File: config.mk
export PLATFORM = sky130hd
export DESIGN_NAME = frame_read_ctrl
export DESIGN_NICKNAME = d
export VERILOG_FILES = /design/src/rtl/frame_rd_pkg.sv /design/src/rtl/sync_fifo.sv /design/src/rtl/frame_read_ctrl.sv
export SDC_FILE = /design/constraint.sdc
export NUM_CORES = 1
export LEC_CHECK = 0
export CORE_ASPECT_RATIO = 1.5
export CORE_MARGIN = 4
export CORE_UTILIZATION = 45
export DETAILED_ROUTE_END_ITERATION = 16
export SYNTH_ARGS = -nofsm -noshare
export SYNTH_HDL_FRONTEND = slang
export SYNTH_HIERARCHICAL = 1
export SYNTH_SLANG_ARGS = --single-unit
File: constraint.sdc
create_clock -name i_clk -period 6 [get_ports i_clk]
set_clock_uncertainty 0.2 [all_clocks]
set_input_delay 0.6 -clock i_clk [delete_from_list [all_inputs] [get_ports i_clk]]
set_output_delay 0.6 -clock i_clk [all_outputs]
set_load 0.005 [all_outputs]
File: src/rtl/frame_rd_pkg.sv
// Shared types and constants for the frame read controller: SRAM region map,
// descriptor layout, FSM states and read-tag layout.
package frame_rd_pkg;

  localparam int unsigned pDEPTH_RAM = 4606;
  localparam int unsigned pREG0_HI   = 1534;
  localparam int unsigned pREG1_HI   = 3070;
  localparam int unsigned AW         = $clog2(pDEPTH_RAM);

  typedef logic [AW-1:0] addr_t;

  localparam addr_t DepthRam = AW'(pDEPTH_RAM);
  localparam addr_t Reg0Lo   = '0;
  localparam addr_t Reg0Hi   = AW'(pREG0_HI);
  localparam addr_t Reg1Lo   = AW'(pREG0_HI + 1);
  localparam addr_t Reg1Hi   = AW'(pREG1_HI);
  localparam addr_t Reg2Lo   = AW'(pREG1_HI + 1);
  localparam addr_t Reg2Hi   = AW'(pDEPTH_RAM - 1);

  typedef struct packed {
    logic [1:0] extra;
    addr_t      end_addr;
    addr_t      start_addr;
  } desc_t;

  typedef enum logic [0:0] {
    StIdle,
    StRead
  } rd_state_e;

  // Per-word attributes that travel alongside the SRAM read.
  typedef struct packed {
    logic       sof;
    logic       eof;
    logic [3:0] be;
    logic [1:0] region;
  } meta_t;

  typedef struct packed {
    logic  v;
    meta_t meta;
  } tag_t;

  typedef struct packed {
    meta_t       meta;
    logic [31:0] data;
  } skid_t;

  function automatic logic [3:0] be_from_extra(input logic [1:0] extra);
    logic [3:0] be;
    unique case (extra)
      2'd0:    be = 4'hF;
      2'd1:    be = 4'h1;
      2'd2:    be = 4'h3;
      default: be = 4'h7;
    endcase
    return be;
  endfunction

  function automatic logic [1:0] region_of(input addr_t a);
    logic [1:0] r;
    if (a <= Reg0Hi) begin
      r = 2'd0;
    end else if (a <= Reg1Hi) begin
      r = 2'd1;
    end else begin
      r = 2'd2;
    end
    return r;
  endfunction

  function automatic addr_t region_lo(input logic [1:0] r);
    addr_t lo;
    case (r)
      2'd0:    lo = Reg0Lo;
      2'd1:    lo = Reg1Lo;
      default: lo = Reg2Lo;
    endcase
    return lo;
  endfunction

  function automatic addr_t region_hi(input logic [1:0] r);
    addr_t hi;
    case (r)
      2'd0:    hi = Reg0Hi;
      2'd1:    hi = Reg1Hi;
      default: hi = Reg2Hi;
    endcase
    return hi;
  endfunction

  // A frame must start inside the SRAM and end in the region it starts in.
  function automatic logic desc_bad(input desc_t d);
    return (d.start_addr >= DepthRam) || (d.end_addr >= DepthRam) ||
           (region_of(d.end_addr) != region_of(d.start_addr));
  endfunction

endpackage

File: src/rtl/sync_fifo.sv
// Synchronous FIFO with combinational head read; a write is accepted when full
// only if a read retires an entry in the same cycle.
module sync_fifo #(
  parameter int unsigned Width = 8,
  parameter int unsigned Depth = 4
) (
  input  logic                   i_clk,
  input  logic                   i_reset,
  input  logic                   i_wr,
  input  logic [Width-1:0]       i_wdata,
  input  logic                   i_rd,
  output logic [Width-1:0]       o_rdata,
  output logic                   o_full,
  output logic                   o_empty,
  output logic [$clog2(Depth):0] o_count
);

  localparam int unsigned PtrW = (Depth > 1) ? $clog2(Depth) : 1;
  localparam int unsigned CntW = $clog2(Depth) + 1;

  typedef logic [PtrW-1:0] ptr_t;

  logic [Width-1:0] mem_q [Depth];
  ptr_t             wr_ptr_q, rd_ptr_q;
  logic [CntW-1:0]  count_q;
  logic             wr_en, rd_en;

  function automatic ptr_t ptr_inc(input ptr_t p);
    return (p == ptr_t'(Depth - 1)) ? '0 : p + ptr_t'(1);
  endfunction

  assign o_empty = (count_q == '0);
  assign o_full  = (count_q == CntW'(Depth));
  assign rd_en   = i_rd & ~o_empty;
  assign wr_en   = i_wr & (~o_full | rd_en);
  assign o_rdata = mem_q[rd_ptr_q];
  assign o_count = count_q;

  always_ff @(posedge i_clk) begin
    if (i_reset) begin
      wr_ptr_q <= '0;
      rd_ptr_q <= '0;
      count_q  <= '0;
    end else begin
      if (wr_en) wr_ptr_q <= ptr_inc(wr_ptr_q);
      if (rd_en) rd_ptr_q <= ptr_inc(rd_ptr_q);
      case ({wr_en, rd_en})
        2'b10:   count_q <= count_q + CntW'(1);
        2'b01:   count_q <= count_q - CntW'(1);
        default: count_q <= count_q;
      endcase
    end
  end

  always_ff @(posedge i_clk) begin
    if (wr_en) mem_q[wr_ptr_q] <= i_wdata;
  end

endmodule

File: src/rtl/frame_read_ctrl.sv
// Frame read controller: queues frame descriptors, reads each frame from its
// SRAM region with wrap-around, and streams words out through a skid buffer.
module frame_read_ctrl
  import frame_rd_pkg::*;
#(
  parameter int unsigned pDESC_DEPTH = 8,
  parameter int unsigned pRD_LAT     = 2
) (
  input  logic                         i_clk,
  input  logic                         i_reset,
  input  logic [2*AW+1:0]              i_desc,
  input  logic                         i_desc_we,
  output logic                         o_desc_full,
  output logic [$clog2(pDESC_DEPTH):0] o_desc_cnt,
  output logic [AW-1:0]                o_adr_out,
  output logic                         o_en_read,
  input  logic [31:0]                  i_mem_data,
  output logic [31:0]                  o_data,
  output logic                         o_valid,
  input  logic                         i_ready,
  output logic                         o_sof,
  output logic                         o_eof,
  output logic [3:0]                   o_be,
  output logic                         o_frame_done,
  output logic [1:0]                   o_frame_region,
  output logic                         o_err
);

  localparam int unsigned SkidDepth = pRD_LAT + 2;
  localparam int unsigned DescW     = $bits(desc_t);
  localparam int unsigned SkidW     = $bits(skid_t);

  rd_state_e  state_q, state_d;
  addr_t      cur_q, cur_d;
  addr_t      end_q, end_d;
  logic [1:0] extra_q, extra_d;
  logic [1:0] region_q, region_d;
  logic       first_q, first_d;
  logic       err_q, err_d;

  logic             desc_pop, desc_empty, desc_full, desc_push_err, bad_desc;
  logic [DescW-1:0] desc_rdata;
  desc_t            desc_head;

  logic  issue, credit, last_word;
  tag_t  tag_q [pRD_LAT];
  tag_t  issue_tag;
  logic [31:0] inflight;

  skid_t                       skid_wdata, skid_head;
  logic [SkidW-1:0]            skid_rdata;
  logic                        skid_empty, skid_full, skid_pop;
  logic [$clog2(SkidDepth):0]  skid_cnt;

  sync_fifo #(
    .Width(DescW),
    .Depth(pDESC_DEPTH)
  ) u_desc_fifo (
    .i_clk  (i_clk),
    .i_reset(i_reset),
    .i_wr   (i_desc_we),
    .i_wdata(i_desc),
    .i_rd   (desc_pop),
    .o_rdata(desc_rdata),
    .o_full (desc_full),
    .o_empty(desc_empty),
    .o_count(o_desc_cnt)
  );

  assign desc_head     = desc_t'(desc_rdata);
  assign o_desc_full   = desc_full;
  assign desc_push_err = i_desc_we & desc_full & ~desc_pop;

  // Every issued read owns a skid slot until its word is accepted downstream.
  always_comb begin
    inflight = '0;
    for (int i = 0; i < int'(pRD_LAT); i++) begin
      inflight = inflight + 32'(tag_q[i].v);
    end
  end

  assign credit    = ~skid_full & ((32'(skid_cnt) + inflight) < 32'(SkidDepth));
  assign last_word = (cur_q == end_q);

  always_comb begin
    state_d   = state_q;
    cur_d     = cur_q;
    end_d     = end_q;
    extra_d   = extra_q;
    region_d  = region_q;
    first_d   = first_q;
    desc_pop  = 1'b0;
    bad_desc  = 1'b0;
    issue     = 1'b0;
    issue_tag = '0;
    unique case (state_q)
      StIdle: begin
        if (!desc_empty) begin
          desc_pop = 1'b1;
          if (desc_bad(desc_head)) begin
            bad_desc = 1'b1;
          end else begin
            cur_d    = desc_head.start_addr;
            end_d    = desc_head.end_addr;
            extra_d  = desc_head.extra;
            region_d = region_of(desc_head.start_addr);
            first_d  = 1'b1;
            state_d  = StRead;
          end
        end
      end
      StRead: begin
        if (credit) begin
          issue                 = 1'b1;
          issue_tag.v           = 1'b1;
          issue_tag.meta.sof    = first_q;
          issue_tag.meta.eof    = last_word;
          issue_tag.meta.be     = last_word ? be_from_extra(extra_q) : 4'hF;
          issue_tag.meta.region = region_q;
          cur_d   = (cur_q == region_hi(region_q)) ? region_lo(region_q) : cur_q + addr_t'(1);
          first_d = 1'b0;
          if (last_word) state_d = StIdle;
        end
      end
      default: state_d = StIdle;
    endcase
    err_d = desc_push_err | bad_desc;
  end

  always_ff @(posedge i_clk) begin
    if (i_reset) begin
      state_q  <= StIdle;
      cur_q    <= '0;
      end_q    <= '0;
      extra_q  <= '0;
      region_q <= '0;
      first_q  <= 1'b0;
      err_q    <= 1'b0;
    end else begin
      state_q  <= state_d;
      cur_q    <= cur_d;
      end_q    <= end_d;
      extra_q  <= extra_d;
      region_q <= region_d;
      first_q  <= first_d;
      err_q    <= err_d;
    end
  end

  // Tag pipe tail lines up with the SRAM word for the same read.
  always_ff @(posedge i_clk) begin
    if (i_reset) begin
      for (int i = 0; i < int'(pRD_LAT); i++) tag_q[i] <= '0;
    end else begin
      tag_q[0] <= issue_tag;
      for (int i = 1; i < int'(pRD_LAT); i++) tag_q[i] <= tag_q[i-1];
    end
  end

  assign o_en_read = issue;
  assign o_adr_out = issue ? cur_q : '0;

  assign skid_wdata = {tag_q[pRD_LAT-1].meta, i_mem_data};

  sync_fifo #(
    .Width(SkidW),
    .Depth(SkidDepth)
  ) u_skid_fifo (
    .i_clk  (i_clk),
    .i_reset(i_reset),
    .i_wr   (tag_q[pRD_LAT-1].v),
    .i_wdata(skid_wdata),
    .i_rd   (skid_pop),
    .o_rdata(skid_rdata),
    .o_full (skid_full),
    .o_empty(skid_empty),
    .o_count(skid_cnt)
  );

  assign skid_head = skid_t'(skid_rdata);
  assign o_valid   = ~skid_empty;
  assign skid_pop  = o_valid & i_ready;

  // Stream fields are forced to zero whenever the head slot is not valid.
  assign o_data         = o_valid ? skid_head.data : '0;
  assign o_sof          = o_valid & skid_head.meta.sof;
  assign o_eof          = o_valid & skid_head.meta.eof;
  assign o_be           = o_valid ? skid_head.meta.be : 4'h0;
  assign o_frame_done   = skid_pop & skid_head.meta.eof;
  assign o_frame_region = o_valid ? skid_head.meta.region : 2'd0;
  assign o_err          = err_q;

endmodule

==> qor.yml <==
core_region_area_um2: 40200
drc_errors: 0
synth_seq_area_share_pct: 70.85
cp.required_ps: 6250
cts_tree: "done"
syn-instance-count: 1020
yosysWarningCount: 6
place_congestion: 0.7893
grt_pass1_vias: 9820
seq_area_um2: 12960
rows: 90
synth_ff_type: "edfxtp_1"
synth_edf_count: 384
place_worst_setup_slack_ps: 1448
fillers: 3215
fmax_ghz: 0.2191
ys_ff_latch: 455
slew_violations: 0
hold_viol: 0
end_kind: "flip-flop"
syn_to_final_growth_pct: 17.98
synthDistinctLibCells: 67
setup-tns-final_ps: 0
drt-total-wl_mm: 37.73
die-area_um2: 43980
drt-pass1-iter-count: 5
track_usage_pct: 17.28
numPortBuffers: 125
async_reset_ff_share_pct: 0
synth.largest_area_cell: "edfxtp_1"
dp_hpwl_mm: 23.21
multi_input_area_um2: 5040
cap_violations: 0
min_period_ps: 4563
max_slew_margin_pct: 34.13
ios: 126
clk_pin_slew_worst_paths_ps: 70
syn-num-nets: 1102
cp-start-kind: "flip-flop"
post_cts_resized: 0
wl_per_cell_um: 22.22
vias: 9481
cts_hold_buf: 0
ir_drop_mv: 0.2532
r2r_slack_ps: 1440
grt_max_degree: 44
yosys-top-cells-area: "edfxtp_1, mux4_2, dfxtp_1"
setup_slack_ps: 1437
syn-cell-area_um2: 18280
path_class: "reg -> reg"
cts_buffers: 43
status: "complete, no violations"
cp.arrival_ps: 4820
p_leak_uw: 0.006943
critPathMaxFanout: 43
final_nets: 1241
setup-violations-final: 0
fin_crit_sh_pct: 76.06
clock-sinks: 455
yosysTopAreaCellShare_pct: 63.07
clk-insertion-delay-late_ps: 540
start_util_pct: 45.48
clock_path_buffers: 3
root_buffer: "clkbuf_16"
antenna_found_initial: 1
worst_pin_slew_ps: 986.0
die_w_um: 172.6
antenna_cells: 0
synth_area_per_cell_um2: 17.92
grt_pass1_wl_mm: 58.98
cts_setup_buffers: 0
hold_slack_ps: 239.8
rsz0062_at_grt: "no"
hold_path.class: "reg -> reg"
overflow: 0
drive_gt1_share_pct: 21.39
powerDensity_nw_per_um2: 387.3
drt_iter0_markers: 595
drtAntennaViolNets: 0
cts_htree_levels: 2
die_h_um: 254.9
via_per_inst: 5.584
[per-layer routing]
layer  global-route usage [%]  share of wire (%)
met5                        0              0.034
met4                    4.725                2.3
met3                    2.600                4.1
met2                    32.34                 54
met1                    21.05                 40
[layout make-up]
type                            count  share of cell area [%]
Sequential cell                   455                   60.08
Multi-Input combinational cell    488                   23.37
Timing Repair Buffer              149                   6.613
Clock buffer                       56                   5.598
Tap cell                          506                   2.935
Clock inverter                     22                   1.021
Inverter                           22                  0.3829
[final timing paths]
| check | startpoint | endpoint | cells past startpoint |
|---|---|---|---|
| min reg2reg | tag_q[0][0]$_SDFF_PP0_ | tag_q[0][9]$_SDFF_PP0_ | 1 |
| min | tag_q[0][0]$_SDFF_PP0_ | tag_q[0][9]$_SDFF_PP0_ | 1 |
| max | flip-flop | end_q[1]$_SDFFE_PP0P_ | 10 |
| max reg2reg | flip-flop | end_q[1]$_SDFFE_PP0P_ | 10 |
[through the flow]
step | instance area (µm²) | util [%] | total power (µW) | std cells
final | 21570 | 53.65 | 8355 | 1698
after global placement | 20140 | 50.10 | 5695 | 1620
after global routing | 21570 | 53.65 | 8761 | 1698
after floorplan | 18280 | - | 5160 | 1020
after CTS | 21570 | 53.65 | 8460 | 1698
after detailed placement | 20140 | 50.10 | 5721 | 1620
[cells by family after synthesis]
group | count (synthesis) | share of synthesized area [%]
AND/OR/NAND/NOR | 207 | 6.310
AO/OA/AOI/OAI | 96 | 3.983
buffers and inverters | 77 | 1.827
flip-flops | 455 | 70.85
multiplexers | 137 | 14.28
XOR/XNOR | 30 | 1.478
adder cells (fa/ha/maj) | 18 | 1.273
[sequential cells by signal, indices dropped and copies added (netlist names), named ones only]
register	cells
extra_q	2
u_desc_fifo/wr_ptr_q	3
u_desc_fifo/rd_ptr_q	3
tag_q	16
u_skid_fifo/mem_q	160
state_q	1
end_q	13
u_skid_fifo/wr_ptr_q	2
cur_q	13
u_desc_fifo/mem_q	224
u_skid_fifo/rd_ptr_q	2
u_skid_fifo/o_count	3
region_q	2
o_err	1
first_q	1
u_desc_fifo/o_count	4
[synth_stat cells, types with 13 or more instances]
master,n
mux4_2,96
clkbuf_1,38
o2bb2ai_1,13
a22oi_1,13
inv_1,22
ha_1,17
nand2_1,23
dfxtp_1,71
edfxtp_1,384
xnor2_1,13
and3_1,16
xor2_1,16
nor2b_1,56
nor2_1,44
a21oi_1,18
mux2_2,31
[where the power goes]
part	switching [µW]	total [µW]	internal [µW]
sequential	293	3930	3630
combinational	873	1710	833
clock	1130	2720	1600
total	2290	8350	6060
[worst max-delay path, cell delays in order (launching register included)]
cell,delay [ps]
dfxtp_4,920
buf_4,350
mux4_2,530
mux2_2,290
nand4_1,150
nor2_1,80
a41oi_2,330
xor2_2,340
nor2b_1,830
a22oi_1,170
o2bb2ai_1,220
[cells in the final DEF (no fill, tap or decap), drive strengths merged, types with 17 or more instances in the layout]
cell type,instances
a21oi,18
ha,17
mux2,31
xor2,17
nand2,23
clkbuf,56
buf,25
edfxtp,384
mux4,96
inv,25
nor2b,56
dfxtp,71
and3,20
nor2,44
clkdlybuf4s50,124
Power figures use the tool's default switching activity.
